==> src/rtl/dff_edge_debouncer.sv <==
// Two-flop synchronizer followed by a stability-count debouncer.
// Produces a clean level q plus registered single-cycle rise/fall pulses.
module dff_edge_debouncer #(
   parameter int STABLE = 4,
   parameter int CW     = 3
) (
   input  logic clk,
   input  logic clr,
   input  logic din,
   input  logic en,
   output logic q,
   output logic rise,
   output logic fall,
   output logic busy
);

   // Handshake: none. Every input is sampled on each rising clk edge; en
   // qualifies only the debounce state, never the synchronizer.

   typedef enum logic {
      IDLE  = 1'b0,
      COUNT = 1'b1
   } state_t;

   localparam logic [CW-1:0] CNT_LAST = CW'(STABLE - 1);

   state_t        state_q, state_d;
   logic [CW-1:0] cnt_q, cnt_d;
   logic          s1_q, s2_q;
   logic          q_q, q_d;
   logic          rise_q, rise_d;
   logic          fall_q, fall_d;

   // Only s1_q may go metastable; nothing downstream looks at it.
   always_ff @(posedge clk or posedge clr) begin
      if (clr) begin
         s1_q <= 1'b0;
         s2_q <= 1'b0;
      end else begin
         s1_q <= din;
         s2_q <= s1_q;
      end
   end

   always_comb begin
      state_d = state_q;
      cnt_d   = cnt_q;
      q_d     = q_q;
      rise_d  = 1'b0;
      fall_d  = 1'b0;
      if (en) begin
         case (state_q)
            IDLE: begin
               if (s2_q != q_q) begin
                  if (STABLE == 1) begin
                     q_d    = s2_q;
                     rise_d = s2_q;
                     fall_d = ~s2_q;
                  end else begin
                     state_d = COUNT;
                     cnt_d   = CW'(1);
                  end
               end else begin
                  cnt_d = '0;
               end
            end
            COUNT: begin
               if (s2_q == q_q) begin
                  state_d = IDLE;
                  cnt_d   = '0;
               end else if (cnt_q == CNT_LAST) begin
                  q_d     = s2_q;
                  rise_d  = s2_q;
                  fall_d  = ~s2_q;
                  cnt_d   = '0;
                  state_d = IDLE;
               end else begin
                  cnt_d = cnt_q + 1'b1;
               end
            end
            default: begin
               state_d = IDLE;
               cnt_d   = '0;
            end
         endcase
      end
   end

   always_ff @(posedge clk or posedge clr) begin
      if (clr) begin
         state_q <= IDLE;
         cnt_q   <= '0;
         q_q     <= 1'b0;
         rise_q  <= 1'b0;
         fall_q  <= 1'b0;
      end else begin
         state_q <= state_d;
         cnt_q   <= cnt_d;
         q_q     <= q_d;
         rise_q  <= rise_d;
         fall_q  <= fall_d;
      end
   end

   // busy is the externally visible FSM state: high exactly in COUNT.
   assign busy = (state_q == COUNT);
   assign q    = q_q;
   assign rise = rise_q;
   assign fall = fall_q;

endmodule
==> config.mk <==
export PLATFORM = sky130hd
export DESIGN_NAME = dff_edge_debouncer
export DESIGN_NICKNAME = d
export VERILOG_FILES = /design/src/rtl/dff_edge_debouncer.sv
export SDC_FILE = /design/constraint.sdc
export NUM_CORES = 1
export LEC_CHECK = 0
export CORE_AREA = 5 5 42 44
export CTS_CLUSTER_SIZE = 28
export DETAILED_ROUTE_END_ITERATION = 7
export DIE_AREA = 0 0 47 49
export SETUP_SLACK_MARGIN = 0.1
export SYNTH_ARGS = -nofsm -noshare
export SYNTH_HDL_FRONTEND = slang
export SYNTH_SLANG_ARGS = --single-unit
==> constraint.sdc <==
create_clock -name clk -period 2.95 [get_ports clk]
set_input_delay 0.7375 -clock clk [delete_from_list [all_inputs] [get_ports clk]]
set_output_delay 0.7375 -clock clk [all_outputs]
set_load 0.005 [all_outputs]
==> results.json, run 1 <==
{
  "r2r_start": "cnt_q[0]$_DFFE_PP0P_",
  "peakVddDrop_mv": 0.273,
  "ys_types": 16,
  "place_ws_ps": 1060,
  "ant_nets": 0,
  "grt_overflow": 0,
  "syn_area_um2": 362,
  "worst_pin_slew_ps": 327,
  "power.internal_uw": 233,
  "grt_pass1_vias": 257,
  "core_um2": 1400,
  "hp-start": "s1_q$_DFF_PP0_",
  "drive_above_1_share": 0.150,
  "drt_pass1_iterations": 2,
  "drc": 0,
  "syn_to_final_growth_pct": 32.2,
  "ys.warnings.count": 0,
  "num_vias": 246,
  "clkPwrFrac": 0.286,
  "swShare": 0.263,
  "ys_async_sr_fraction": 1.00,
  "combPwrFrac": 0.217,
  "drv_cap": 0,
  "cts_tree": "built",
  "fin_skew_ps": 1.87,
  "synth-edff-count": 0,
  "clock-sinks": 9,
  "die_x_um": 47,
  "holdBufCountCts": 0,
  "path_buf_inv": 1,
  "die-area_um2": 2300,
  "layout_commonest_cell": "dfrtp_1",
  "synth_nets": 34,
  "hpwl_um": 456,
  "hold_viol": 0,
  "leakage_uw": 0.000218,
  "critPathCaptureType": "output pin",
  "drt-initial-drc-count": 1,
  "synth_ff_type": "dfrtp_1",
  "viasPerCell": 4.39,
  "slowest_delay_ps": 530,
  "synth-seq-area-share": 0.623,
  "period_share": 0.654,
  "start_util": 0.258,
  "cts_resized": 0,
  "cts-htree-levels": 1,
  "rsz0062_at_grt": "no",
  "hold_path_class": "reg -> reg",
  "portBuffers": 7,
  "synthCells": 29,
  "cp_max_fo": 5,
  "wl_per_cell_um": 10.7,
  "slew_viol_final": 0,
  "critical_path_class": "reg -> out",
  "cts_setup_buffers": 0,
  "pin_count": 8,
  "final_cell_mix": "9 x dfrtp_1, 7 x clkdlybuf4s50_1, 4 x inv_1, 3 x clkbuf_4",
  "slew_headroom": 0.782,
  "critPathTopFamily": "buffers and inverters",
  "cts-root-buf": "clkbuf_4",
  "path_cells": "clkdlybuf4s50_1",
  "die_h_um": 49,
  "fillerInstances": 155,
  "grt_max_degree": 10,
  "critPathRequiredTime_ps": 2210,
  "wl_um": 597,
  "clockBufferDepth": 2,
  "worstHoldPathCells": 0,
  "r2r_cells": 4,
  "antenna_found_initial": 0,
  "synth_seq_cells": 9,
  "tns_ps": 0,
  "seqPwrFrac": 0.497,
  "grt_pass1_wl_um": 1110,
  "syn_area_per_cell_um2": 12.5,
  "power_density_nw_per_um2": 661,
  "regArea_um2": 225,
  "fin_total_pwr_uw": 316,
  "status": "finished, final reports clean",
  "start_kind": "flip-flop",
  "cp.arrival_ps": 1190,
  "final_nets": 46,
  "rows": 14,
  "grt_use_total": 0.0740,
  "clock_latency_ps": 250,
  "r2r_slack_ps": 1610,
  "reg2reg_to": "q$_DFFE_PP0P_",
  "max_freq_mhz": 518,
  "finalSetupViolations": 0,
  "clk_pin_slew_ps": 60,
  "setup_slack_ps": 1020,
  "gp_congestion": 0.693,
  "multi_input_area_um2": 121,
  "p_switching_uw": 83.1,
  "cts_buffers": 3,
  "num_antenna_cells": 0,
  "slowest_stage": "clkdlybuf4s50_1",
  "finalCriticalPeriod_ps": 1930,
  "hold_path_end": "s2_q$_DFF_PP0_",
  "hold_ws_ps": 351
}
==> synthesized netlist by cell type (2+ instances only) <==
cell / instances / area share
inv_1: 4 / 0.042
nor3b_1: 2 / 0.042
dfrtp_1: 9 / 0.62
o22ai_1: 2 / 0.035
==> area by class of cell <==
class                   instances  share of cell area
inverters                       4              0.0314
well taps                      16              0.0419
clock buffers                   4              0.0550
repair buffers                  7               0.147
flip-flops and latches          9               0.471
multi-input cells              16               0.254
==> registers in the layout, indices dropped and copies added (netlist names) <==
signal	count
cnt_q	3
busy	1
fall	1
q	1
rise	1
s1_q	1
s2_q	1
==> power by group through the flow <==
stage	Sequential, µW	Combinational, µW	Clock (µW)
floorplan	157	38.6	0
global placement	159	68.2	0
detailed placement	160	69.7	0
CTS	157	70.0	97.3
global route	160	77.1	108
finish	157	68.6	90.4
==> layer usage <==
layer / track usage / wire length, µm / vias up
met5: 0 / 0 / -
met4: 0.0829 / 17 / 0
met3: 0.0332 / 56 / 2
met2: 0.0792 / 242 / 9
met1: 0.0952 / 281 / 116
li1: - / - / 119
==> cells by family after synthesis <==
group / count (synthesis) / share of synthesized area
AOI/OAI and AO/OA: 5 / 0.0830
xor gates and xnor gates: 1 / 0.0242
adders and majority gates: 1 / 0.0346
buffers and inverters: 4 / 0.0415
DFF: 9 / 0.623
muxes: 1 / 0.0415
and+or+nand+nor: 8 / 0.152
==> through the flow <==
step	instance area (µm²)	std cells	utilization
finish	478	56	0.341
global route	478	56	0.341
CTS	478	56	0.341
detailed placement	452	52	0.322
global placement	452	52	0.322
floorplan	362	29	-
==> worst max path at each step <==
stage / end / start / slack, ps / cells after the start
2_1_floorplan: q$_DFFE_PP0P_ / cnt_q[0]$_DFFE_PP0P_ / 1680 / 4
3_3_place_gp: q$_DFFE_PP0P_ / en / 1070 / 3
3_5_place_dp: q$_DFFE_PP0P_ / en / 1060 / 3
4_1_cts: q / q$_DFFE_PP0P_ / 990 / 1
5_1_grt: q / q$_DFFE_PP0P_ / 930 / 1
6_report: q / q$_DFFE_PP0P_ / 1020 / 1
Note: power is estimated with default switching activity, not from simulation.
==> run 2, diff against run 1 <==
Clock period 2.95 ns to 1.7 ns, I/O delays scaled along.
==> run 2 against run 1 <==
Against the previous run: design area rose by 5.2%; register-to-register slack got worse by 1300 ps; critical path depth did not move; worst hold slack improved by 12 ps; sequential share of layout area fell by 2.3 points; routed wire length rose by 15%; cell count rose by 5.4%; critical path type unchanged.
==> results.json, run 2 (same netlist as run 1, synthesis figures left out) <==
{
  "final_nets": 49,
  "clock_latency_ps": 250,
  "rows": 14,
  "start_kind": "flip-flop",
  "drt-initial-drc-count": 4,
  "grt_max_degree": 10,
  "start_util": 0.258,
  "fin_total_pwr_uw": 575,
  "clock-sinks": 9,
  "period_share": 0.903,
  "rsz0062_at_grt": "no",
  "fillerInstances": 151,
  "drc": 0,
  "die-area_um2": 2300,
  "max_freq_mhz": 651,
  "worstHoldPathCells": 0,
  "regArea_um2": 225,
  "clk_pin_slew_ps": 60,
  "critPathTopFamily": "buffers and inverters",
  "largest_reg_flops": 3,
  "slew_headroom": 0.783,
  "drt_pass1_iterations": 3,
  "worst_pin_slew_ps": 325,
  "grt.busiest_layer": "met2",
  "cts-htree-levels": 1,
  "ant_nets": 0,
  "hp-start": "s1_q$_DFF_PP0_",
  "r2r_slack_ps": 340,
  "cts_buffers": 3,
  "fin_skew_ps": 0.682,
  "antenna_found_initial": 0,
  "slew_viol_final": 0,
  "holdBufCountCts": 0,
  "power_density_nw_per_um2": 1140,
  "slowest_stage": "clkdlybuf4s50_1",
  "gp_congestion": 0.637,
  "final_cell_mix": "9 x dfrtp_1, 6 x clkdlybuf4s50_1, 4 x inv_1, 3 x clkbuf_4, 3 x buf_4",
  "path_buf_inv": 1,
  "grt_overflow": 0,
  "status": "finished, final reports clean",
  "critPathRequiredTime_ps": 1270,
  "layout_commonest_cell": "dfrtp_1",
  "grt_use_total": 0.0762,
  "num_vias": 264,
  "r2r_cells": 4,
  "regMostFlops": "cnt_q",
  "grt.met1_usage": 0.0841,
  "hold_viol": 0,
  "syn_to_final_growth_pct": 39.1,
  "hold_path_end": "s2_q$_DFF_PP0_",
  "cp.arrival_ps": 1110,
  "utilization": 0.359,
  "peakVddDrop_mv": 0.419,
  "finalCriticalPeriod_ps": 1540,
  "leakage_uw": 0.000249,
  "grt_pass1_vias": 267,
  "wl_per_cell_um": 11.6,
  "r2r_start": "cnt_q[0]$_DFFE_PP0P_",
  "die_h_um": 49,
  "tns_ps": 0,
  "viasPerCell": 4.47,
  "cts-root-buf": "clkbuf_4",
  "die_x_um": 47,
  "finalSetupViolations": 0,
  "cp_max_fo": 2,
  "drv_cap": 0,
  "multi_input_area_um2": 121,
  "drive_above_1_share": 0.209,
  "clockBufferDepth": 2,
  "reg2reg_to": "q$_DFFE_PP0P_",
  "cts_tree": "built",
  "wl_um": 687,
  "grtUsageMet3": 0.0295,
  "grt_pass1_wl_um": 1120,
  "hold_path_class": "reg -> reg",
  "path_cells": "clkdlybuf4s50_1",
  "num_antenna_cells": 0,
  "pin_count": 8,
  "portBuffers": 7,
  "core_um2": 1400,
  "hold_ws_ps": 362,
  "critical_path_class": "reg -> out",
  "critPathCaptureType": "output pin",
  "slowest_delay_ps": 500,
  "grtUsageMet2": 0.0995
}
==> run 2: changes by cell type in the layout (fill, tap and decap cells not counted), sizes merged <==
cell,change
buf,+3
clkdlybuf4s50,-1
dlymetal6s2s,+1
==> run 2: repair_timing <==
| action | 4_1_cts | 5_1_grt |
|---|---|---|
| cloned | 0 | 0 |
| buffers inserted | 2 | 0 |
| resized for setup | 0 | 1 |
| setup endpoints to repair | 2 | 1 |
==> run 2: layout make-up <==
| class | count | area share |
|---|---|---|
| Multi-Input combinational cell | 16 | 0.241 |
| Tap cell | 16 | 0.0398 |
| Timing Repair Buffer | 10 | 0.189 |
| Sequential cell | 9 | 0.448 |
| Clock buffer | 4 | 0.0522 |
| Inverter | 4 | 0.0299 |
==> run 2: how the worst max path moves through the flow <==
stage	from	end	slack [ps]	cells after the start
floorplan	cnt_q[0]$_DFFE_PP0P_	q$_DFFE_PP0P_	430	4
global placement	en	q$_DFFE_PP0P_	290	3
detailed placement	en	q$_DFFE_PP0P_	280	3
CTS	q$_DFFE_PP0P_	q	140	1
global route	busy$_DFFE_PP0P_	busy	120	1
finish	busy$_DFFE_PP0P_	busy	160	1
==> run 2: power by group <==
part	total [µW]	switching, µW	leakage, µW	internal, µW
Clock	157	67.0	0.0000150	90.0
Sequential	263	17.9	0.000117	245
Combinational	155	68.0	0.000117	87.3
==> run 2: metrics by stage <==
| step | worst slack, ps | cell area (µm²) | cells |
|---|---|---|---|
| 6_report | 165 | 503 | 59 |
| 5_1_grt | 123 | 503 | 59 |
| 2_1_floorplan | 425 | 362 | 29 |
| 4_1_cts | 137 | 500 | 59 |
| 3_5_place_dp | 283 | 459 | 53 |
| 3_3_place_gp | 293 | 459 | 53 |
==> run 2: layer usage <==
layer | vias to the layer above | wire (µm)
li1 | 126 | -
met1 | 127 | 290
met2 | 9 | 321
met3 | 2 | 57
met4 | 0 | 17
met5 | - | 0
==> run 3, diff against run 2 <==
Settings changed: CAP_MARGIN set to 20.
==> results of run 3 <==
Final layout, timing and power as in run 2 (identical DEF).
